## config.mk

```make
export PLATFORM = sky130hd
export DESIGN_NAME = popcount_frame_accumulator_flat
export DESIGN_NICKNAME = d
export VERILOG_FILES = /design/src/rtl/popcount_frame_accumulator_if.sv /design/src/rtl/popcount_frame_accumulator.sv /design/src/flat_wrapper.sv
export SDC_FILE = /design/constraint.sdc
export NUM_CORES = 1
export LEC_CHECK = 0
export CELL_PAD_IN_SITES_DETAIL_PLACEMENT = 0
export CELL_PAD_IN_SITES_GLOBAL_PLACEMENT = 1
export CORE_MARGIN = 1.5
export CORE_UTILIZATION = 39
export CTS_BUF_LIST = sky130_fd_sc_hd__clkbuf_4 sky130_fd_sc_hd__clkbuf_8 sky130_fd_sc_hd__clkbuf_16
export DETAILED_ROUTE_END_ITERATION = 6
export PLACE_DENSITY = 0.85
export SYNTH_ARGS = -nofsm -noshare
export SYNTH_HDL_FRONTEND = slang
export SYNTH_SLANG_ARGS = --single-unit
```

## constraint.sdc

```tcl
create_clock -name clk -period 2.9 [get_ports clk]
set_input_delay 0.58 -clock clk [delete_from_list [all_inputs] [get_ports clk]]
set_output_delay 0.58 -clock clk [all_outputs]
set_load 0.01 [all_outputs]
```

## src/rtl/popcount_frame_accumulator_if.sv

```systemverilog
// Word-count input stream and frame-result output stream of popcount_frame_accumulator.
// out_hits exists only when POPACC_THRESH_HITS_EN is defined.
interface popcount_frame_accumulator_if #(
    parameter int TOTAL_W = 9,
    parameter int WCNT_W  = 5
);
    logic               in_valid;
    logic               in_ready;
    logic [4:0]         in_count;
    logic               in_last;
    logic               out_valid;
    logic               out_ready;
    logic [TOTAL_W-1:0] out_total;
    logic [WCNT_W-1:0]  out_words;
    logic [4:0]         out_max;
    logic               out_ovf;
    logic               out_err;
`ifdef POPACC_THRESH_HITS_EN
    logic [WCNT_W-1:0]  out_hits;
`endif

    // Accumulator side: sinks word counts, sources frame results.
    modport slave (
        input  in_valid, in_count, in_last, out_ready,
        output in_ready, out_valid, out_total, out_words, out_max, out_ovf, out_err
`ifdef POPACC_THRESH_HITS_EN
        , output out_hits
`endif
    );

    // Producer/consumer side.
    modport master (
        output in_valid, in_count, in_last, out_ready,
        input  in_ready, out_valid, out_total, out_words, out_max, out_ovf, out_err
`ifdef POPACC_THRESH_HITS_EN
        , input out_hits
`endif
    );
endinterface

```

## src/rtl/popcount_frame_accumulator.sv

```systemverilog
// Accumulates 5-bit per-word ones counts into frame total/words/max/err/ovf (optional hits via POPACC_THRESH_HITS_EN).
// Latency: result valid the cycle after the closing beat; held in HOLD until consumed.
// Backpressure: in_ready drops while a result is held, giving a one-cycle bubble between frames.
module popcount_frame_accumulator #(
    parameter int TOTAL_W   = 9,
    parameter int FRAME_MAX = 16,
    parameter int WCNT_W    = 5,
    parameter int THRESH    = 8
) (
    input  logic clk,
    input  logic rst_n,
    popcount_frame_accumulator_if.slave bus
);

    if (FRAME_MAX < 1 || (1 << WCNT_W) <= FRAME_MAX || TOTAL_W < 5 || THRESH < 0 || THRESH > 16) begin : g_bad_params
        $error("popcount_frame_accumulator: illegal parameter combination");
    end

    typedef enum logic [1:0] {IDLE, ACCUM, HOLD} state_t;

    state_t             state;
    logic               in_ready_q;
    logic               out_valid_q;

    logic [TOTAL_W-1:0] acc_total;
    logic [WCNT_W-1:0]  acc_words;
    logic [4:0]         acc_max;
    logic               acc_ovf;
    logic               acc_err;

    logic [TOTAL_W-1:0] out_total_q;
    logic [WCNT_W-1:0]  out_words_q;
    logic [4:0]         out_max_q;
    logic               out_ovf_q;
    logic               out_err_q;

    logic               accept;
    logic               first;
    logic               over;
    logic [4:0]         c;
    logic [TOTAL_W-1:0] base_total;
    logic [TOTAL_W:0]   sum;
    logic [TOTAL_W-1:0] nxt_total;
    logic               nxt_ovf;
    logic [WCNT_W-1:0]  nxt_words;
    logic [4:0]         nxt_max;
    logic               nxt_err;
    logic               close;

`ifdef POPACC_THRESH_HITS_EN
    logic [WCNT_W-1:0]  acc_hits;
    logic [WCNT_W-1:0]  out_hits_q;
    logic [WCNT_W-1:0]  base_hits;
    logic [WCNT_W-1:0]  nxt_hits;
`endif

    always_comb begin
        accept     = bus.in_valid && in_ready_q;
        first      = (state == IDLE);
        over       = (bus.in_count > 5'd16);
        c          = over ? 5'd16 : bus.in_count;
        base_total = first ? '0 : acc_total;
        sum        = {1'b0, base_total} + (TOTAL_W+1)'(c);
        // Once saturated, the frame total stays pinned even if later adds do not carry.
        if (sum[TOTAL_W] || (!first && acc_ovf)) begin
            nxt_total = '1;
            nxt_ovf   = 1'b1;
        end else begin
            nxt_total = sum[TOTAL_W-1:0];
            nxt_ovf   = 1'b0;
        end
        nxt_words = first ? WCNT_W'(1) : acc_words + WCNT_W'(1);
        nxt_max   = (first || c > acc_max) ? c : acc_max;
        nxt_err   = (!first && acc_err) || over;
        close     = bus.in_last || (nxt_words == WCNT_W'(FRAME_MAX));
`ifdef POPACC_THRESH_HITS_EN
        base_hits = first ? '0 : acc_hits;
        nxt_hits  = base_hits;
        if (c >= 5'(THRESH) && base_hits != WCNT_W'(FRAME_MAX))
            nxt_hits = base_hits + WCNT_W'(1);
`endif
    end

    always_ff @(posedge clk or negedge rst_n) begin
        if (!rst_n) begin
            state       <= IDLE;
            in_ready_q  <= 1'b1;
            out_valid_q <= 1'b0;
            acc_total   <= '0;
            acc_words   <= '0;
            acc_max     <= '0;
            acc_ovf     <= 1'b0;
            acc_err     <= 1'b0;
            out_total_q <= '0;
            out_words_q <= '0;
            out_max_q   <= '0;
            out_ovf_q   <= 1'b0;
            out_err_q   <= 1'b0;
`ifdef POPACC_THRESH_HITS_EN
            acc_hits    <= '0;
            out_hits_q  <= '0;
`endif
        end else begin
            case (state)
                IDLE, ACCUM: begin
                    if (accept) begin
                        acc_total <= nxt_total;
                        acc_words <= nxt_words;
                        acc_max   <= nxt_max;
                        acc_ovf   <= nxt_ovf;
                        acc_err   <= nxt_err;
`ifdef POPACC_THRESH_HITS_EN
                        acc_hits  <= nxt_hits;
`endif
                        if (close) begin
                            state       <= HOLD;
                            in_ready_q  <= 1'b0;
                            out_valid_q <= 1'b1;
                            out_total_q <= nxt_total;
                            out_words_q <= nxt_words;
                            out_max_q   <= nxt_max;
                            out_ovf_q   <= nxt_ovf;
                            out_err_q   <= nxt_err;
`ifdef POPACC_THRESH_HITS_EN
                            out_hits_q  <= nxt_hits;
`endif
                        end else begin
                            state <= ACCUM;
                        end
                    end
                end
                HOLD: begin
                    if (bus.out_ready) begin
                        state       <= IDLE;
                        in_ready_q  <= 1'b1;
                        out_valid_q <= 1'b0;
                    end
                end
                default: begin
                    state       <= IDLE;
                    in_ready_q  <= 1'b1;
                    out_valid_q <= 1'b0;
                end
            endcase
        end
    end

    assign bus.in_ready  = in_ready_q;
    assign bus.out_valid = out_valid_q;
    assign bus.out_total = out_total_q;
    assign bus.out_words = out_words_q;
    assign bus.out_max   = out_max_q;
    assign bus.out_ovf   = out_ovf_q;
    assign bus.out_err   = out_err_q;
`ifdef POPACC_THRESH_HITS_EN
    assign bus.out_hits  = out_hits_q;
`endif

endmodule
```

## src/flat_wrapper.sv

```systemverilog
// flat-port wrapper written by rule: the top's interface ports become plain ports
module popcount_frame_accumulator_flat 
#(
    parameter int TOTAL_W   = 9,
    parameter int FRAME_MAX = 16,
    parameter int WCNT_W    = 5,
    parameter int THRESH    = 8
)
  (clk, rst_n, bus_in_valid, bus_in_count, bus_in_last, bus_out_ready, bus_in_ready, bus_out_valid, bus_out_total, bus_out_words, bus_out_max, bus_out_ovf, bus_out_err);
  popcount_frame_accumulator_if #(.TOTAL_W(TOTAL_W), .WCNT_W(WCNT_W)) bus_i ();
  input  logic clk;
  input  logic rst_n;
  input wire logic [$bits(bus_i.in_valid)-1:0] bus_in_valid;
  input wire logic [$bits(bus_i.in_count)-1:0] bus_in_count;
  input wire logic [$bits(bus_i.in_last)-1:0] bus_in_last;
  input wire logic [$bits(bus_i.out_ready)-1:0] bus_out_ready;
  output wire logic [$bits(bus_i.in_ready)-1:0] bus_in_ready;
  output wire logic [$bits(bus_i.out_valid)-1:0] bus_out_valid;
  output wire logic [$bits(bus_i.out_total)-1:0] bus_out_total;
  output wire logic [$bits(bus_i.out_words)-1:0] bus_out_words;
  output wire logic [$bits(bus_i.out_max)-1:0] bus_out_max;
  output wire logic [$bits(bus_i.out_ovf)-1:0] bus_out_ovf;
  output wire logic [$bits(bus_i.out_err)-1:0] bus_out_err;
  assign bus_i.in_valid = bus_in_valid;
  assign bus_i.in_count = bus_in_count;
  assign bus_i.in_last = bus_in_last;
  assign bus_i.out_ready = bus_out_ready;
  assign bus_in_ready = bus_i.in_ready;
  assign bus_out_valid = bus_i.out_valid;
  assign bus_out_total = bus_i.out_total;
  assign bus_out_words = bus_i.out_words;
  assign bus_out_max = bus_i.out_max;
  assign bus_out_ovf = bus_i.out_ovf;
  assign bus_out_err = bus_i.out_err;
  popcount_frame_accumulator #(.TOTAL_W(TOTAL_W), .FRAME_MAX(FRAME_MAX), .WCNT_W(WCNT_W), .THRESH(THRESH)) u_core (.clk(clk), .rst_n(rst_n), .bus(bus_i));
endmodule
```

==> out/results.tsv, run 1 <==
stage	metric	value	unit
clock_network	clk buf depth	2	
logic_synthesis	Async S/R FF share, synth	100	%
layout	Seq. cell area	1150	µm²
logic_synthesis	Yosys top cell by area	dfrtp_1	
sta	clk_skew	0.00641	ns
layout	fin util	49.7	%
setup_path	WP buf/inv	3	
global_route	GR Overflow Total	0	
logic_synthesis	Most used DFF post-synth	dfrtp_1	
setup_path	startpoint types	input port	
place	pre-CTS setup slack	-0.147	ns
sta	endpoints failing setup	0	
die	num rows	29	
setup_path	crit end category	register	
logic_synthesis	number of synthesized register bits	46	
layout	footprint of the multi-input gates	1330	µm²
power	pwr dens	357	nW/µm²
routing	Post-DRT Antenna Nets	0	
global_route	largest net degree at the start of global routing	47	
clock_network	post-CTS setup buffers	0	
flow_run	maxcap violations	0	
setup_path	Top delay family on crit path	compound AO/OA/AOI/OAI gates	
status	status	completed	
layout	Synth-to-Final Area Change	22.3	%
die	Initial Util	40.7	%
die	Die ar.	7160	µm²
setup_path	Setup crit start	bus_in_count[4]	
place	Final Wtd Congestion	0.956	
setup_path	FF-to-FF Start	u_core.state[1]$_DFFE_PN0P_	
logic_synthesis	EDFF count, synth	0	
layout	share of cells above drive strength 1	15.3	%
layout	# diodes	0	
clock_network	hold_buf cts	0	
layout	fillers	599	
sta	f_max	362	MHz
clock_network	Clock Sinks	46	
logic_synthesis	synthesized cell area	2600	µm²
logic_synthesis	top cell type's share of synthesized area	43.4	%
die	io pins	33	
clock_network	post-cts resize count	0	
setup_path	Worst EP required	3.09	ns
logic_synthesis	post-synthesis net count	289	
logic_synthesis	Synthesis Warnings	0	
layout	layout net count	333	
die	die extent in y	84.6	µm
layout	fin area	3180	µm²
logic_synthesis	synthesized instance count	269	
sta	RSZ-0062 raised after global routing	false	
sta	Worst slew margin	33.4	%
setup_path	CP max FO	5	
routing	Avg Vias per Cell	5.24	
global_route	initial antenna violation count	0	
sta	final worst slack	0.134	ns
clock_network	clock slew at reported path FFs	0.09	ns
global_route	vias in the first global route	1990	
sta	max-slew violations	0	
setup_path	most used cell, CP	inv_1	
routing	DRT Pass-1 Iters	4	
logic_synthesis	cell with the most instances after synthesis	nand2_1	
die	core area	6390	µm²
clock_network	number of H-tree levels	2	
worst_hold_path	worst min path class	input port to async pin	
clock_network	CTS Buf Count	5	
sta	Slew @ Worst Pin	0.999	ns
logic_synthesis	Syn Area/Cell	9.66	µm²
power	Peak VDD IR	220	µV
logic_synthesis	register area share after synthesis	44.4	%
setup_path	Worst path max stage delay	0.48	ns
routing	DR WL/cell	14.3	µm
logic_synthesis	Post-synth top cells	nand2_1, dfrtp_1, o21ai_1	
setup_path	Slowest cell on crit path	clkdlybuf4s50_1	
place	Placed Area	3080	µm²
sta	crit share post-route	95.4	%
sta	final hold viol count	0	
power	Static Leak	1.40	nW
logic_synthesis	Cell variety after synth	57	
clock_network	clock latency on the worst-skew pair	0.30	ns
place	dpl hpwl	4200	µm
global_route	All-Layer GR Usage	16.8	%
setup_path	WP data arrival	2.95	ns
setup_path	Setup Crit Path Kind	input port to register	
logic_synthesis	Synth area leaders	dfrtp_1, nand2_1, ha_1	
die	Die Width	84.6	µm
routing	drc violations	0	
routing	Via Count	2050	
clock_network	CTS Root Cell	clkbuf_8	
place	port bufs	32	
routing	initial drt markers	117	
setup_path	worst-path cell chain	clkdlybuf4s50_1 > nand2b_1 > inv_1 > ha_1 > fa_1 > inv_1 > o31a_1 > a21oi_1 > nor4bb_1 > o21ai_1	
sta	Tmin final	2.77	ns
clock_network	CTS tree	yes	
routing	Routed Wire Length	5610	µm
global_route	first-pass GRT wire length	9660	µm
[routing by layer]
metal,wire length (µm),track usage [%]
met1,2830,24.1
met2,2500,25.8
met3,195,3.05
met4,81,5.43
met5,0,0
[layout by cell type (no fill, tap or decap), types with 7 or more instances in the layout]
cell | synthesis | final
a21oi_1 | 11 | 11
buf_4 | 1 | 22
clkdlybuf4s50_1 | 0 | 31
dfrtp_1 | 45 | 45
ha_1 | 9 | 9
inv_1 | 7 | 7
nand2_1 | 46 | 46
nor2_1 | 18 | 18
o21ai_0 | 11 | 11
o21ai_1 | 22 | 22
[power breakdown]
| part | internal [mW] | switching, mW | leakage (nW) |
|---|---|---|---|
| Combinational | 0.0360 | 0.0445 | 0.727 |
| Clock | 0.173 | 0.240 | 0.0408 |
| Sequential | 0.641 | 0 | 0.634 |
| Total | 0.850 | 0.285 | 1.40 |
[logic make-up (layout without fill, tap and decap cells)]
kind of cell	Yosys count	after routing	share of synthesized area (%)
multiplexers	14	14	6.70
AO/OA/AOI/OAI	73	73	18.9
AND/OR/NAND/NOR	93	93	17.0
buffers and inverters	24	69	4.53
XOR/XNOR	8	8	2.99
adder cells (fa/ha/maj)	11	11	5.54
flip-flops	46	46	44.4
[per-stage QoR]
step	hold slack [ns]	instances	setup TNS, ns	power (mW)
after floorplan	0.284	269	0	0.696
after global placement	0.454	383	-0.150	0.735
after detailed placement	0.459	383	-0.758	0.735
after CTS	0.475	391	0	1.15
after global routing	0.497	391	0	1.20
final	0.414	391	0	1.13
[sequential cells by signal, indices dropped and copies added (netlist names)]
| signal | count |
|---|---|
| u_core.acc_err | 1 |
| u_core.acc_max | 5 |
| u_core.acc_ovf | 1 |
| u_core.acc_total | 9 |
| u_core.acc_words | 5 |
| u_core.bus.in_ready | 1 |
| u_core.bus.out_err | 1 |
| u_core.bus.out_max | 5 |
| u_core.bus.out_ovf | 1 |
| u_core.bus.out_total | 9 |
| u_core.bus.out_valid | 1 |
| u_core.bus.out_words | 5 |
| u_core.state | 2 |
[path summary, 6_finish.rpt]
| path | to | slack (ns) | cells past startpoint |
|---|---|---|---|
| min reg2reg | u_core.bus.in_ready$_DFFE_PN1P_ | 0.47 | 2 |
| max | u_core.bus.out_total[8]$_DFFE_PN0P_ | 0.13 | 10 |
| max reg2reg | u_core.acc_total[3]$_DFFE_PN0P_ | 0.41 | 9 |
| min in group clk | u_core.bus.in_ready$_DFFE_PN1P_ | 0.47 | 2 |
| max in group asynchronous | u_core.bus.in_ready$_DFFE_PN1P_ | 1.79 | 2 |
| min | u_core.acc_max[3]$_DFFE_PN0P_ | 0.41 | 1 |
[final cells by class]
type                    instances  area share, %
inverters                       7          0.827
repair buffers                 54           15.1
clock inverters                 3          0.749
multi-input cells             199           41.8
flip-flops and latches         46           36.3
clock buffers                   5           2.17
well taps                      77           3.03
No activity file was read; power rests on OpenSTA's default activity.
==> run 2: changes to the inputs <==
CORE_UTILIZATION = 46   (was 39)
PLACE_DENSITY = 0.94   (was 0.85)
SLEW_MARGIN = 0   (was default)
clock period = 3.21 ns   (was 2.9 ns; I/O delays follow)
==> out/results.tsv, run 2 (synthesis results as in run 1) <==
stage	metric	value	unit	change
worst_hold_path	worst min-delay path startpoint	u_core.bus.in_ready$_DFFE_PN1P_		
place	Placed Area	2990	µm²	-3.0%
setup_path	Slowest cell on crit path	clkdlybuf4s50_1		
layout	Seq. cell area	1150	µm²	unchanged
layout	most frequent cells in the layout	nand2_1, dfrtp_1, clkdlybuf4s50_1		
routing	drc violations	0		unchanged
clock_network	number of H-tree levels	2		unchanged
layout	footprint of the multi-input gates	1330	µm²	unchanged
power	Static Leak	1.35	nW	-4.0%
layout	Synth-to-Final Area Change	18.6	%	
power	Pint	0.760	mW	-11%
power	Tot Pwr	1.00	mW	-12%
setup_path	FF-to-FF Start	u_core.state[1]$_DFFE_PN0P_		
setup_path	worst-path cell chain	clkdlybuf4s50_1 > and2b_1 > ha_1 > a21oi_1 > maj3_2 > o21ai_4 > a22o_1 > nor2_1 > o21ai_1		
die	die extent in y	78.1	µm	-7.6%
clock_network	clk buf depth	2		unchanged
setup_path	worst r2r dst	u_core.bus.out_total[4]$_DFFE_PN0P_		
layout	fin area	3080	µm²	-3.0%
place	Inst Count DP	365		-4.7%
die	io pins	33		unchanged
place	Final Wtd Congestion	0.842		-12%
routing	DR WL/cell	14.1	µm	-1.5%
routing	initial drt markers	127		+8.5%
setup_path	CP max FO	9		+4
routing	Avg Vias per Cell	5.37		+2.5%
sta	Post-Route Setup TNS	0	ns	unchanged
place	port bufs	32		unchanged
setup_path	startpoint types	input port		
power	switch share	24.3	%	-0.81 points
routing	Routed Wire Length	5270	µm	-6.1%
setup_path	Setup Crit Path Kind	input port to register		
layout	Non-Filler Instances	373		-4.6%
setup_path	worst reg2reg setup slack	0.46	ns	+0.05 ns
global_route	initial antenna violation count	0		unchanged
clock_network	clock slew at reported path FFs	0.09	ns	about the same
global_route	vias in the first global route	1982		-0.40%
clock_network	CTS tree	yes		
global_route	GR Overflow Total	0		unchanged
sta	max-slew violations	0		unchanged
setup_path	WP data arrival	3.08	ns	+0.13 ns
sta	Worst slew margin	30.7	%	-2.7 points
power	Peak VDD IR	158	µV	-28%
power	Seq pwr share	57.7	%	+1.2 points
power	Gate power share	6.7	%	-0.4 points
setup_path	Reg2Reg Depth	9		unchanged
clock_network	clock latency on the worst-skew pair	0.31	ns	about the same
routing	Via Count	2004		-2.2%
clock_network	hold_buf cts	0		unchanged
place	dpl hpwl	3850	µm	-8.2%
setup_path	Worst path max stage delay	0.52	ns	+0.04 ns
setup_path	crit end category	register		
routing	DRT Pass-1 Iters	4		unchanged
sta	Slew @ Worst Pin	1.04	ns	+0.0406 ns
sta	crit share post-route	88.6	%	
routing	Post-DRT Antenna Nets	0		unchanged
die	core area	5470	µm²	-14%
sta	RSZ-0062 raised after global routing	false		
sta	clk_skew	0.00776	ns	+0.00135 ns
power	clock power share	35.6	%	-0.8 points
clock_network	post-cts resize count	0		unchanged
worst_hold_path	Hold Path Depth	2		
layout	share of cells above drive strength 1	11.6	%	-3.7 points
sta	endpoints failing setup	0		unchanged
power	P_sw	0.244	mW	-14%
power	pwr dens	326	nW/µm²	-8.8%
clock_network	CTS Buf Count	5		unchanged
clock_network	CTS Root Cell	clkbuf_8		
layout	# diodes	0		unchanged
clock_network	post-CTS setup buffers	0		unchanged
clock_network	Clock Sinks	46		unchanged
status	status	completed		
die	num rows	27		-6.9%
layout	fillers	493		-18%
sta	f_max	352	MHz	
flow_run	maxcap violations	0		unchanged
die	Initial Util	47.5	%	+6.8 points
global_route	first-pass GRT wire length	9350	µm	-3.2%
sta	final hold viol count	0		unchanged
worst_hold_path	Hold Path End	u_core.bus.in_ready$_DFFE_PN1P_		
layout	layout net count	320		-3.9%
sta	Tmin final	2.84	ns	
die	Die ar.	6110	µm²	-15%
setup_path	Worst EP required	3.45	ns	+0.36 ns
layout	leading cell type in the layout, fill and taps excluded	nand2_1		
worst_hold_path	worst min path class	register to register		
global_route	largest net degree at the start of global routing	47		unchanged
global_route	All-Layer GR Usage	19.3	%	+2.5 points
die	Die Width	78.1	µm	-7.6%
## run 2: worst max path at each step
| stage | startpoint | end | slack, ns | cells after the start |
|---|---|---|---|---|
| finish | bus_in_count[4] | u_core.bus.out_total[4]$_DFFE_PN0P_ | 0.37 | 9 |
| global route | bus_in_count[4] | u_core.bus.out_total[8]$_DFFE_PN0P_ | 0.13 | 10 |
| CTS | bus_in_count[4] | u_core.bus.out_total[4]$_DFFE_PN0P_ | 0.37 | 9 |
| detailed placement | bus_in_count[4] | u_core.bus.out_total[4]$_DFFE_PN0P_ | 0.05 | 9 |
| global placement | bus_in_count[4] | u_core.bus.out_total[8]$_DFFE_PN0P_ | 0.09 | 10 |
| floorplan | u_core.state[1]$_DFFE_PN0P_ | u_core.acc_total[7]$_DFFE_PN0P_ | 0.43 | 12 |
## run 2: power by group through the flow
| stage | clock network, mW | logic (mW) | registers [mW] |
|---|---|---|---|
| floorplan | 0 | 0.0382 | 0.591 |
| global placement | 0 | 0.0671 | 0.590 |
| detailed placement | 0 | 0.0675 | 0.590 |
| CTS | 0.371 | 0.0679 | 0.579 |
| global route | 0.395 | 0.0749 | 0.579 |
| finish | 0.358 | 0.0669 | 0.579 |
## run 2: per-stage QoR
stage,hold WS (ns),utilization [%],setup WS [ns]
6_report,0.480,56.3,0.367
5_1_grt,0.496,56.3,0.126
4_1_cts,0.484,56.3,0.372
3_5_place_dp,0.469,54.7,0.0511
3_3_place_gp,0.456,54.7,0.0893
2_1_floorplan,0.346,-,0.428
## run 2: layout make-up
type,count,share of cell area [%]
clock buffers,5,2.23
inverters,7,0.853
clock inverters,3,0.690
multi-input cells,199,43.1
repair buffers,41,12.8
flip-flops and latches,46,37.4
well taps,72,2.92
## run 2: per-layer routing
metal	share of wire, %	wire (µm)	GRT usage (%)	vias up
li1	-	-	-	1009
met1	49	2570	25.2	948
met2	45	2390	31.4	36
met3	2.9	152	2.67	11
met4	3.0	160	9.82	0
met5	0	0	0	-
## run 2: worst max-delay path: cells and delay by family
kind | cells | cell delay (ns)
AOI/OAI and AO/OA | 4 | 0.84
adders and majority gates | 2 | 0.66
buffers and inverters | 1 | 0.52
and+or+nand+nor | 2 | 0.40
